<file path="src/rtl/fifo_param.sv">
// Parametrised synchronous FIFO with programmable almost-empty/almost-full thresholds,
// registered read port, sticky errors and fill level. Define FIFO_PEAK_EN to add peak_level.
module fifo_param #(
    parameter int DATA_WIDTH = 6,
    parameter int ADDR_WIDTH = 2
) (
    input  logic                  clk,
    input  logic                  reset,
    input  logic                  push,
    input  logic                  pop,
    input  logic [DATA_WIDTH-1:0] data_in,
    input  logic [ADDR_WIDTH:0]   umbral_bajo,
    input  logic [ADDR_WIDTH:0]   umbral_alto,
    input  logic                  err_clr,
    output logic [DATA_WIDTH-1:0] data_out,
    output logic                  valid_out,
    output logic [ADDR_WIDTH:0]   fill_level,
    output logic                  fifo_empty,
    output logic                  fifo_full,
    output logic                  almost_empty,
    output logic                  almost_full,
    output logic                  pausa,
    output logic                  error_overflow,
`ifdef FIFO_PEAK_EN
    output logic                  error_underflow,
    output logic [ADDR_WIDTH:0]   peak_level
`else
    output logic                  error_underflow
`endif
);

    localparam logic [ADDR_WIDTH:0] DEPTH = {1'b1, {ADDR_WIDTH{1'b0}}};

    logic [DATA_WIDTH-1:0] r_mem [0:(1<<ADDR_WIDTH)-1];
    logic [ADDR_WIDTH-1:0] r_wrPtr;
    logic [ADDR_WIDTH-1:0] r_rdPtr;
    logic [ADDR_WIDTH:0]   r_count;
    logic [DATA_WIDTH-1:0] r_dataOut;
    logic                  r_valid;
    logic                  r_empty;
    logic                  r_full;
    logic                  r_almostEmpty;
    logic                  r_almostFull;
    logic                  r_pausa;
    logic                  r_overflow;
    logic                  r_underflow;

    logic                  w_isFull;
    logic                  w_isEmpty;
    logic                  w_popOk;
    logic                  w_pushOk;
    logic [ADDR_WIDTH:0]   w_countNext;

    // Accept decisions use pre-edge occupancy; a pop frees a slot for a push at full,
    // but a push never feeds a pop at empty (no bypass path).
    always_comb begin
        w_isFull    = (r_count == DEPTH);
        w_isEmpty   = (r_count == '0);
        w_popOk     = pop & ~w_isEmpty;
        w_pushOk    = push & (~w_isFull | w_popOk);
        w_countNext = r_count;
        if (w_pushOk && !w_popOk) begin
            w_countNext = r_count + (ADDR_WIDTH+1)'(1);
        end else if (w_popOk && !w_pushOk) begin
            w_countNext = r_count - (ADDR_WIDTH+1)'(1);
        end
    end

    // Storage array is deliberately not reset; stale words are unreachable once pointers clear.
    always_ff @(posedge clk) begin
        if (w_pushOk) begin
            r_mem[r_wrPtr] <= data_in;
        end
    end

    always_ff @(posedge clk or posedge reset) begin
        if (reset) begin
            r_wrPtr   <= '0;
            r_rdPtr   <= '0;
            r_count   <= '0;
            r_dataOut <= '0;
            r_valid   <= 1'b0;
        end else begin
            r_valid <= w_popOk;
            r_count <= w_countNext;
            if (w_pushOk) begin
                r_wrPtr <= r_wrPtr + ADDR_WIDTH'(1);
            end
            if (w_popOk) begin
                r_dataOut <= r_mem[r_rdPtr];
                r_rdPtr   <= r_rdPtr + ADDR_WIDTH'(1);
            end
        end
    end

    // Flags look at the next count so they move on the same edge as fill_level.
    always_ff @(posedge clk or posedge reset) begin
        if (reset) begin
            r_empty       <= 1'b1;
            r_full        <= 1'b0;
            r_almostEmpty <= 1'b0;
            r_almostFull  <= 1'b0;
            r_pausa       <= 1'b0;
        end else begin
            r_empty       <= (w_countNext == '0);
            r_full        <= (w_countNext == DEPTH);
            r_almostEmpty <= (w_countNext != '0) && (w_countNext <= umbral_bajo);
            r_almostFull  <= (w_countNext >= umbral_alto) && (w_countNext < DEPTH);
            r_pausa       <= (w_countNext >= umbral_alto);
        end
    end

    // Sticky errors: a new error in the same cycle as err_clr keeps the flag set.
    always_ff @(posedge clk or posedge reset) begin
        if (reset) begin
            r_overflow  <= 1'b0;
            r_underflow <= 1'b0;
        end else begin
            r_overflow  <= (push & w_isFull & ~w_popOk) | (r_overflow & ~err_clr);
            r_underflow <= (pop & w_isEmpty) | (r_underflow & ~err_clr);
        end
    end

`ifdef FIFO_PEAK_EN
    logic [ADDR_WIDTH:0] r_peak;

    always_ff @(posedge clk or posedge reset) begin
        if (reset) begin
            r_peak <= '0;
        end else if (err_clr) begin
            r_peak <= w_countNext;
        end else if (w_countNext > r_peak) begin
            r_peak <= w_countNext;
        end
    end

    assign peak_level = r_peak;
`endif

    assign data_out        = r_dataOut;
    assign valid_out       = r_valid;
    assign fill_level      = r_count;
    assign fifo_empty      = r_empty;
    assign fifo_full       = r_full;
    assign almost_empty    = r_almostEmpty;
    assign almost_full     = r_almostFull;
    assign pausa           = r_pausa;
    assign error_overflow  = r_overflow;
    assign error_underflow = r_underflow;

endmodule

</file>
<file path="config.mk">
export PLATFORM = sky130hd
export DESIGN_NAME = fifo_param
export DESIGN_NICKNAME = d
export VERILOG_FILES = /design/src/rtl/fifo_param.sv
export SDC_FILE = /design/constraint.sdc
export NUM_CORES = 1
export LEC_CHECK = 0
export CORE_MARGIN = 2
export CORE_UTILIZATION = 47
export CTS_CLUSTER_SIZE = 10
export DETAILED_ROUTE_END_ITERATION = 10
export GPL_TIMING_DRIVEN = 0
export PLACE_DENSITY = 0.75
export REMOVE_ABC_BUFFERS = 1
export SYNTH_ARGS = -nofsm -noshare
export SYNTH_HDL_FRONTEND = slang
export SYNTH_SLANG_ARGS = --single-unit
</file>
<file path="constraint.sdc">
create_clock -name clk -period 2.6 [get_ports clk]
set_clock_uncertainty 0.2 [all_clocks]
set_input_delay 0.26 -clock clk [delete_from_list [all_inputs] [get_ports clk]]
set_output_delay 0.26 -clock clk [all_outputs]
set_load 0.02 [all_outputs]
</file>
# Word level (Yosys, flattened, before mapping)

Memories as Yosys holds them, arrays and structs flattened. A register that Yosys moved wholly into a read port is not among the register bits.
Index checks and enable logic that the tools add are counted.

Memories: 1
Bits in writable memories: 24
Input bits: 17
Word-level logic and storage cells: 48
Register bits: 15

Memory list:

| memory | words | bits a word | read ports | clocked after memory_dff | write ports | line | RTL |
|---|---|---|---|---|---|---|---|
| r_mem  | 4     | 6           | 1          | 1                        | 1           | 34   | `logic [DATA_WIDTH-1:0] r_mem [0:(1<<ADDR_WIDTH)-1];` |

Reductions and logical operators: 9
Add/sub/neg operators: 4
Eq/ne operators: 2
Order comparisons: 3
Bitwise gates (word level): 14
Multiplexer cells: 4

Operators by type and width:

| kind                  | count |
|---|---|
| $and A1 B1 Y1         | 7 |
| $eq A3 B3 Y1 const B  | 2 |
| $logic_not A3 Y1      | 2 |
| $mux W3               | 2 |
| $add A2 B1 Y2 const B | 2 |
| $logic_and A1 B1 Y1   | 4 |
| $not A1 Y1            | 4 |
| $add A3 B1 Y3 const B | 1 |
| $ge A3 B3 Y1          | 1 |
| $le A3 B3 Y1          | 1 |
| $lt A3 B3 Y1 const B  | 1 |
| $or A1 B1 Y1          | 3 |
| $reduce_bool A3 Y1    | 1 |
| $sub A3 B1 Y3 const B | 1 |
| $logic_not A1 Y1      | 2 |
| $mux W1               | 2 |

# Depth between registers and ports, before layout

Gate-level depths: netlist of run 1.

Depth after elaboration: 11
Depth in mapped cells: 11
Depth with buffers taken out: 10

# Worst setup path after synthesis of run 1

No wires, ideal clock.

Path type: reg-to-reg
Start: register r_count[1], in the netlist fill_level[1]
End: register r_almostFull, in the netlist almost_full
Clock period less this slack: 2.862 ns
Stages on the path, launching flop included: 12
Slack: -0.262 ns
Library setup time: 0.075 ns
Arrival time: 2.587 ns
Cell sequence: dfrtp_1 > inv_1 > ha_1 > buf_2 > mux2i_1 > mux2_2 > and3_1 > ha_1 > nor3b_1 > o2111a_1 > a311oi_2 > nor2b_1

Longest elaborated chain between the ends: 11

RTL lines:

| element                                             | line | RTL |
|---|---|---|
| from (decl)                                         | 37   | `logic [ADDR_WIDTH:0] r_count;` |
| from (signal assigned)                              | 85   | `r_count <= w_countNext;` |
| $logic_not A3 Y1                                    | 58   | `w_isEmpty = (r_count == '0);` |
| $not A1 Y1                                          | 59   | `w_popOk = pop & ~w_isEmpty;` |
| $and A1 B1 Y1                                       | 59   |  |
| $or A1 B1 Y1                                        | 60   | `w_pushOk = push & (~w_isFull \| w_popOk);` |
| $and A1 B1 Y1                                       | 60   |  |
| $logic_not A1 Y1                                    | 64   | `end else if (w_popOk && !w_pushOk) begin` |
| $logic_and A1 B1 Y1                                 | 64   |  |
| $mux W3                                             | 64   |  |
| $mux W3 (*)                                         | 62   | `if (w_pushOk && !w_popOk) begin` |
| $ge A3 B3 Y1 / $lt A3 B3 Y1 (equally long branches) | 108  | `r_almostFull <= (w_countNext >= umbral_alto) && (w_countNext < DEPTH);` |
| $logic_and A1 B1 Y1 (*)                             | 108  |  |
| to (signal assigned)                                | 108  |  |
| to (decl)                                           | 43   | `logic r_almostFull;` |

Every way passes the cells marked *; elsewhere a longest branch is shown, timed or not.
A chain may end at the register's enable or synchronous reset.

# Worst setup path after layout of run 1

Start: input push
End: register r_almostFull, in the netlist almost_full

Longest elaborated chain between the ends: 7

RTL lines:

| element                                             | line | RTL |
|---|---|---|
| from (decl)                                         | 9    | `input logic push,` |
| $and A1 B1 Y1 (*)                                   | 60   |  |
| $logic_not A1 Y1                                    | 64   |  |
| $logic_and A1 B1 Y1                                 | 64   |  |
| $mux W3                                             | 64   |  |
| $mux W3 (*)                                         | 62   |  |
| $ge A3 B3 Y1 / $lt A3 B3 Y1 (equally long branches) | 108  |  |
| $logic_and A1 B1 Y1 (*)                             | 108  |  |

Marks and branches as above.

==> flow_summary_export.csv, run 1 <==
group,metric,value,unit
run_status,violations,"negative setup slack",
sta,fin_crit_sh,100,%
finish,fin_area,2650,um2
sta,timing.hold.ws,0.202,ns
setup_path,end_kind,"register",
finish,drive_gt1_share,27.9,%
sta,max_freq,384,MHz
die,start_util,48.2,%
power_and_ir_drop,leakage,1.02,nW
global_route,grt-ovfl-total,0,
clocking,numCtsBuffers,5,
setup_path,cp.required,2.63,ns
setup_path,path_class,"in -> reg",
logic_synthesis,synth_warnings,0,
die,die_area,4950,um2
drt,drt_first_pass_iters,4,
global_route,grt_max_degree,22,
finish,layout_commonest_cell,"clkdlybuf4s50_1",
setup_path,r2r_setup_slack,-0.005,ns
run_status,outcome,"complete, but fails checks",
drt,drt_wl_total,3700,um
logic_synthesis,post_synth.cell_area_avg,15.0,um2
clocking,clockRootBuffer,"clkbuf_8",
sta,finalHoldViolCount,0,
global_route,grt_pass1_vias,1309,
drt,wl_per_cell,15.7,um
clocking,clockBufferDepth,2,
drt,drc,0,
drt,first_iter_violations,58,
sta,maxSlewHeadroom,47.8,%
power_and_ir_drop,p_total,3.10,mW
sta,setup_viol,1,
setup_path,crit_arrival,2.64,ns
die,core,4290,um2
placed_design,pre_cts_slack,-0.546,ns
sta,fin_ws,-0.00485,ns
hold_path,hold_path_class,"in -> async",
finish,layout_common_cells,"clkdlybuf4s50_1 (32), edfxtp_1 (24), dfrtp_1 (18)",
global_route,track_usage,16.8,%
sta,worst_pin_slew,0.783,ns
clocking,cts_tree,"built",
power_and_ir_drop,p_per_area,1170,nW/um2
clocking,clock_sink_count,45,
logic_synthesis,ys_types,44,
finish,fin_util,61.8,%
clocking,cts-hold-fix-buffers,0,
placed_design,dp_hpwl,2520,um
logic_synthesis,yosysSeqAreaShare,60.3,%
die,ios,34,
logic_synthesis,ys_ff_latch,45,
finish,diodes,0,
global_route,grt_pass1_wl,6180,um
sta,final-max-slew-violation-count,0,
run,timing.max_cap.violations,0,
die,die_width,70.3,um
global_route,antenna_found_initial,0,
setup_path,cp_max_fo,12,
clocking,path_clk_slew,0.08,ns
finish,syn_to_final_growth,28.3,%
placed_design,placed_cell_area,2440,um2
die,die_h,70.3,um
clocking,htreeDepth,2,
finish,fin_nets,210,
placed_design,dp.cells,218,
placed_design,place_congestion,0.781,
die,rows,24,
drt,detail_route.vias_per_cell,5.34,
drt,ant_nets,0,
drt,vias,1254,
power_and_ir_drop,ir_worst_vdd,0.518,mV
logic_synthesis,syn_area,2070,um2
sta,final.setup.tns,-0.00485,ns
placed_design,portBuffers,33,
finish,fin_cells,235,
clocking,clk_latency,0.30,ns
setup_path,reg2regPathDepth,10,
sta,final.min_clock_period,2.60,ns
logic_synthesis,syn_inst,138,
sta,rsz0062_at_grt,"yes",
setup_path,critPathLaunchType,"primary input",
-- critical path, stage by stage --
cell and delay, ns:
clkdlybuf4s50_1 0.73, or2b_1 0.26, mux2_2 0.26, and3_4 0.18, ha_4 0.26, nor3b_1 0.04, o2111a_1 0.25, a311oi_2 0.23
nor2b_1 0.16
-- state kept, by name (all words and copies together), names as in the netlist --
name,count
almost_empty,1
fifo_empty,1
error_overflow,1
fill_level,3
valid_out,1
data_out,6
r_mem,24
fifo_full,1
error_underflow,1
almost_full,1
r_rdPtr,2
r_wrPtr,2
pausa,1
-- area by class of cell --
type / instances / area (um2)
fillers: 327 / 1640
flip-flops and latches: 45 / 1250
multi-input cells: 74 / 793
repair buffers: 42 / 404
clock buffers: 7 / 76.3
well taps: 52 / 65.1
inverters: 14 / 57.6
clock inverters: 1 / 7.51
-- routing by layer --
layer  track usage (%)  vias up  part of all wire, %
li1                  -      593                    -
met2              27.1       27                   51
met3              6.93        7                  4.7
met4              7.48        0                  1.7
met5                 0        -                    0
met1              19.5      627                   42
-- synth_stat cells (all sizes together) --
| cell type | count | area, um2 |
|---|---|---|
| o211ai | 3 | 22.5 |
| inv | 14 | 52.6 |
| o2111a | 1 | 11.3 |
| mux2i | 2 | 20.0 |
| nand4 | 1 | 6.26 |
| ha | 11 | 138 |
| mux4 | 6 | 135 |
| a311oi | 1 | 15.0 |
| edfxtp | 24 | 721 |
| a32oi | 1 | 27.5 |
| maj3 | 1 | 11.3 |
| dfrtp | 20 | 500 |
| nor2 | 4 | 17.5 |
| dfstp | 1 | 26.3 |
| nand2 | 7 | 26.3 |
| buf | 4 | 21.3 |
| or2b | 1 | 7.51 |
| mux2 | 8 | 93.8 |
| clkbuf | 1 | 3.75 |
| xnor2 | 2 | 17.5 |
| a221oi | 1 | 15.0 |
| nor3 | 1 | 5.00 |
| a311o | 1 | 10.0 |
| o32a | 1 | 10.0 |
| nand2b | 1 | 6.26 |
| a31oi | 1 | 6.26 |
| and3 | 2 | 13.8 |
| xor2 | 1 | 8.76 |
| nor2b | 3 | 18.8 |
| nor3b | 2 | 15.0 |
| o21ai | 2 | 13.8 |
| and2 | 4 | 25.0 |
| o221ai | 1 | 8.76 |
| o22ai | 1 | 6.26 |
| o32ai | 1 | 8.76 |
| nand3 | 2 | 22.5 |
-- power breakdown --
part | total, mW | internal, mW | leakage [nW] | switching [mW]
sequential | 1.16 | 0.993 | 0.471 | 0.163
combinational | 1.54 | 0.818 | 0.515 | 0.717
clock | 0.408 | 0.190 | 0.0385 | 0.218
-- cells by family (layout without fill, tap and decap cells) --
| kind of cell | after synthesis | in the layout | share of synthesized area (%) |
|---|---|---|---|
| AO/OA/AOI/OAI | 15 | 15 | 7.50 |
| XOR/XNOR | 3 | 3 | 1.27 |
| adder cells (fa/ha/maj) | 12 | 12 | 7.20 |
| buffers and inverters | 19 | 64 | 3.75 |
| flip-flops | 45 | 45 | 60.3 |
| multiplexers | 16 | 16 | 12.0 |
| AND/OR/NAND/NOR | 28 | 28 | 7.93 |
-- path summary, 6_finish.rpt --
check / startpoint / endpoint
max in group asynchronous: reset / fill_level[0]
min in group clk: pop / error_overflow
worst max register to register: fill_level[0] / almost_full
worst min register to register: data_out[2] / data_out[2]
worst max-delay path: push / almost_full
worst min-delay path: reset / almost_full
-- what timing repair did --
action / 4_1_cts / 5_1_grt
endpoints found under the setup margin: 3 / 3
buffers inserted: 7 / 2
resized for setup: 8 / 8
cloned: 0 / 0
pin swaps: 3 / 7
No activity file was read; power rests on OpenSTA's default activity.
==> run 2: changes to the inputs <==
--- a/config.mk
+++ b/config.mk
@@ -5,11 +5,11 @@
 export SDC_FILE = /design/constraint.sdc
 export NUM_CORES = 1
 export LEC_CHECK = 0
+export CORE_ASPECT_RATIO = 2
 export CORE_MARGIN = 2
 export CORE_UTILIZATION = 47
 export CTS_CLUSTER_SIZE = 10
 export DETAILED_ROUTE_END_ITERATION = 10
-export GPL_TIMING_DRIVEN = 0
 export PLACE_DENSITY = 0.75
 export REMOVE_ABC_BUFFERS = 1
 export SYNTH_ARGS = -nofsm -noshare
==> constraint.sdc (replaced) <==
create_clock -name clk -period 2.3 [get_ports clk]
set_clock_uncertainty 0.2 [all_clocks]
set_input_delay 0.23 -clock clk [delete_from_list [all_inputs] [get_ports clk]]
set_output_delay 0.23 -clock clk [all_outputs]
set_load 0.02 [all_outputs]
==> run 2 against run 1 <==
  * The run still ends with negative setup slack left
  * Worst hold slack got worse by 0.13 ns
  * Core utilization increased by 4.7 points
  * Routed wire length increased by 14%
  * Setup slack got worse by 0.25 ns
  * Count of clock-buffer cells in the layout decreased by 1
  * Cell area increased by 7.6%
  * Total power increased by 23%
  * Combinational power increased by 26%
  * Die area increased by 0.65%
  * Critical path type is now reg -> reg
==> flow_summary_export.csv, run 2 (synthesis gave the netlist of run 1 again) <==
group,metric,value,unit
run_status,outcome,"complete, but fails checks",
run_status,violations,"negative setup slack",
power_and_ir_drop,power_switching_share,34.2,%
sta,setup_viol,3,
finish,fin_cells,257,
sta,final.setup.tns,-0.625,ns
setup_path,cp.required,2.33,ns
power_and_ir_drop,pwr-share-clk,15.2,%
die,start_util,48.1,%
power_and_ir_drop,p_sw,1.30,mW
sta,fin_crit_sh,111,%
sta,finalHoldViolCount,0,
sta,timing.hold.ws,0.0688,ns
placed_design,dp.cells,243,
clocking,path_clk_slew,0.08,ns
placed_design,pre_cts_slack,-0.399,ns
drt,vias,1352,
drt,ant_nets,0,
finish,fin_area,2860,um2
finish,fill_cells,287,
global_route,grt_max_degree,22,
power_and_ir_drop,p_per_area,1330,nW/um2
clocking,clock_sink_count,45,
clocking,cts_tree,"built",
clocking,clockBufferDepth,2,
sta,max_freq,391,MHz
sta,final-max-slew-violation-count,0,
clocking,clockRootBuffer,"clkbuf_8",
global_route,grt_pass1_wl,7030,um
setup_path,end_kind,"register",
die,die_area,4980,um2
power_and_ir_drop,ir_worst_vdd,1.11,mV
drt,drc,0,
die,ios,34,
sta,maxSlewHeadroom,69.4,%
drt,wl_per_cell,16.5,um
finish,layout_commonest_cell,"clkdlybuf4s50_1",
power_and_ir_drop,p_comb_share,51.1,%
finish,largest_reg_flops,24,
clocking,clk_latency,0.30,ns
die,die_h,97.8,um
hold_path,hold_path_class,"in -> async",
finish,regMostFlops,"r_mem",
finish,layout_common_cells,"clkdlybuf4s50_1 (33), buf_4 (27), edfxtp_1 (24)",
setup_path,critPathLaunchType,"register",
placed_design,portBuffers,33,
finish,fin_nets,230,
sta,worst_pin_slew,0.458,ns
clocking,numCtsBuffers,5,
run,timing.max_cap.violations,0,
global_route,grt_pass1_vias,1461,
placed_design,placed_cell_area,2610,um2
placed_design,place_congestion,0.795,
global_route,track_usage,19.5,%
sta,fin_ws,-0.255,ns
finish,fin_util,66.5,%
power_and_ir_drop,p_int,2.50,mW
finish,syn_to_final_growth,38.1,%
power_and_ir_drop,p_total,3.80,mW
die,core,4300,um2
drt,detail_route.vias_per_cell,5.26,
drt,first_iter_violations,35,
power_and_ir_drop,seqPwrFrac,33.7,%
placed_design,dp_hpwl,3120,um
die,rows,34,
sta,rsz0062_at_grt,"yes",
sta,final.min_clock_period,2.55,ns
finish,diodes,0,
finish,drive_gt1_share,36.5,%
setup_path,crit_arrival,2.59,ns
global_route,antenna_found_initial,0,
drt,drt_first_pass_iters,4,
clocking,htreeDepth,2,
drt,drt_wl_total,4230,um
global_route,grt-ovfl-total,0,
die,die_width,50.9,um
power_and_ir_drop,leakage,1.13,nW
setup_path,cp_max_fo,4,
setup_path,path_class,"reg -> reg",
run 2: path summary, 6_finish.rpt:
check	from	end	slack [ns]	cells after the start
min	reset	data_out[0]	0.07	3
max reg2reg	fill_level[1]	almost_full	-0.25	10
max	fill_level[1]	almost_full	-0.25	10
max in group asynchronous	reset	fifo_empty	1.56	3
min in group clk	data_out[3]	data_out[3]	0.31	1
min reg2reg	data_out[3]	data_out[3]	0.31	1
run 2: cell type report:
cell class                 count  area [um2]  share of cell area, %
sequential                    45        1250                   43.7
clock buffer                   6        72.6                   2.54
tap                           54        67.6                   2.37
clock inverter                 2        35.0                   1.23
timing repair buffer          62         556                   19.4
inverter                      14        52.6                   1.84
multi-input combinational     74         826                   28.9
run 2: critical path, cell delays in order, from the launching register on:
cell      delay [ns]
dfrtp_1         0.41
inv_2           0.10
ha_4            0.15
mux2i_1         0.19
mux2_2          0.35
and3_4          0.18
ha_4            0.27
nor3b_2         0.04
o2111a_1        0.25
a311oi_2        0.21
nor2b_1         0.15
run 2: power groups by stage:
stage | sequential, mW | clock [mW] | combinational, mW
6_report | 1.28 | 0.579 | 1.94
5_1_grt | 1.31 | 0.618 | 2.12
4_1_cts | 1.28 | 0.590 | 1.89
3_5_place_dp | 1.29 | 0 | 1.71
3_3_place_gp | 1.28 | 0 | 1.66
2_1_floorplan | 1.45 | 0 | 0.836
run 2: metal layers:
metal / vias to the layer above / routed length, um / share of wire (%) / track usage, %
li1: 636 / - / - / -
met3: 11 / 130 / 3.1 / 3.67
met1: 669 / 1400 / 33 / 18.1
met2: 36 / 2560 / 61 / 37.3
met5: - / 0 / 0 / 0
met4: 0 / 133 / 3.1 / 10.2
run 2: what timing repair did:
item / 4_1_cts / 5_1_grt
hold buffers: 0 / 0
gates resized for setup: 17 / 1
setup endpoints to repair: 3 / 3
pin swaps: 9 / 2
buffers inserted: 4 / 2
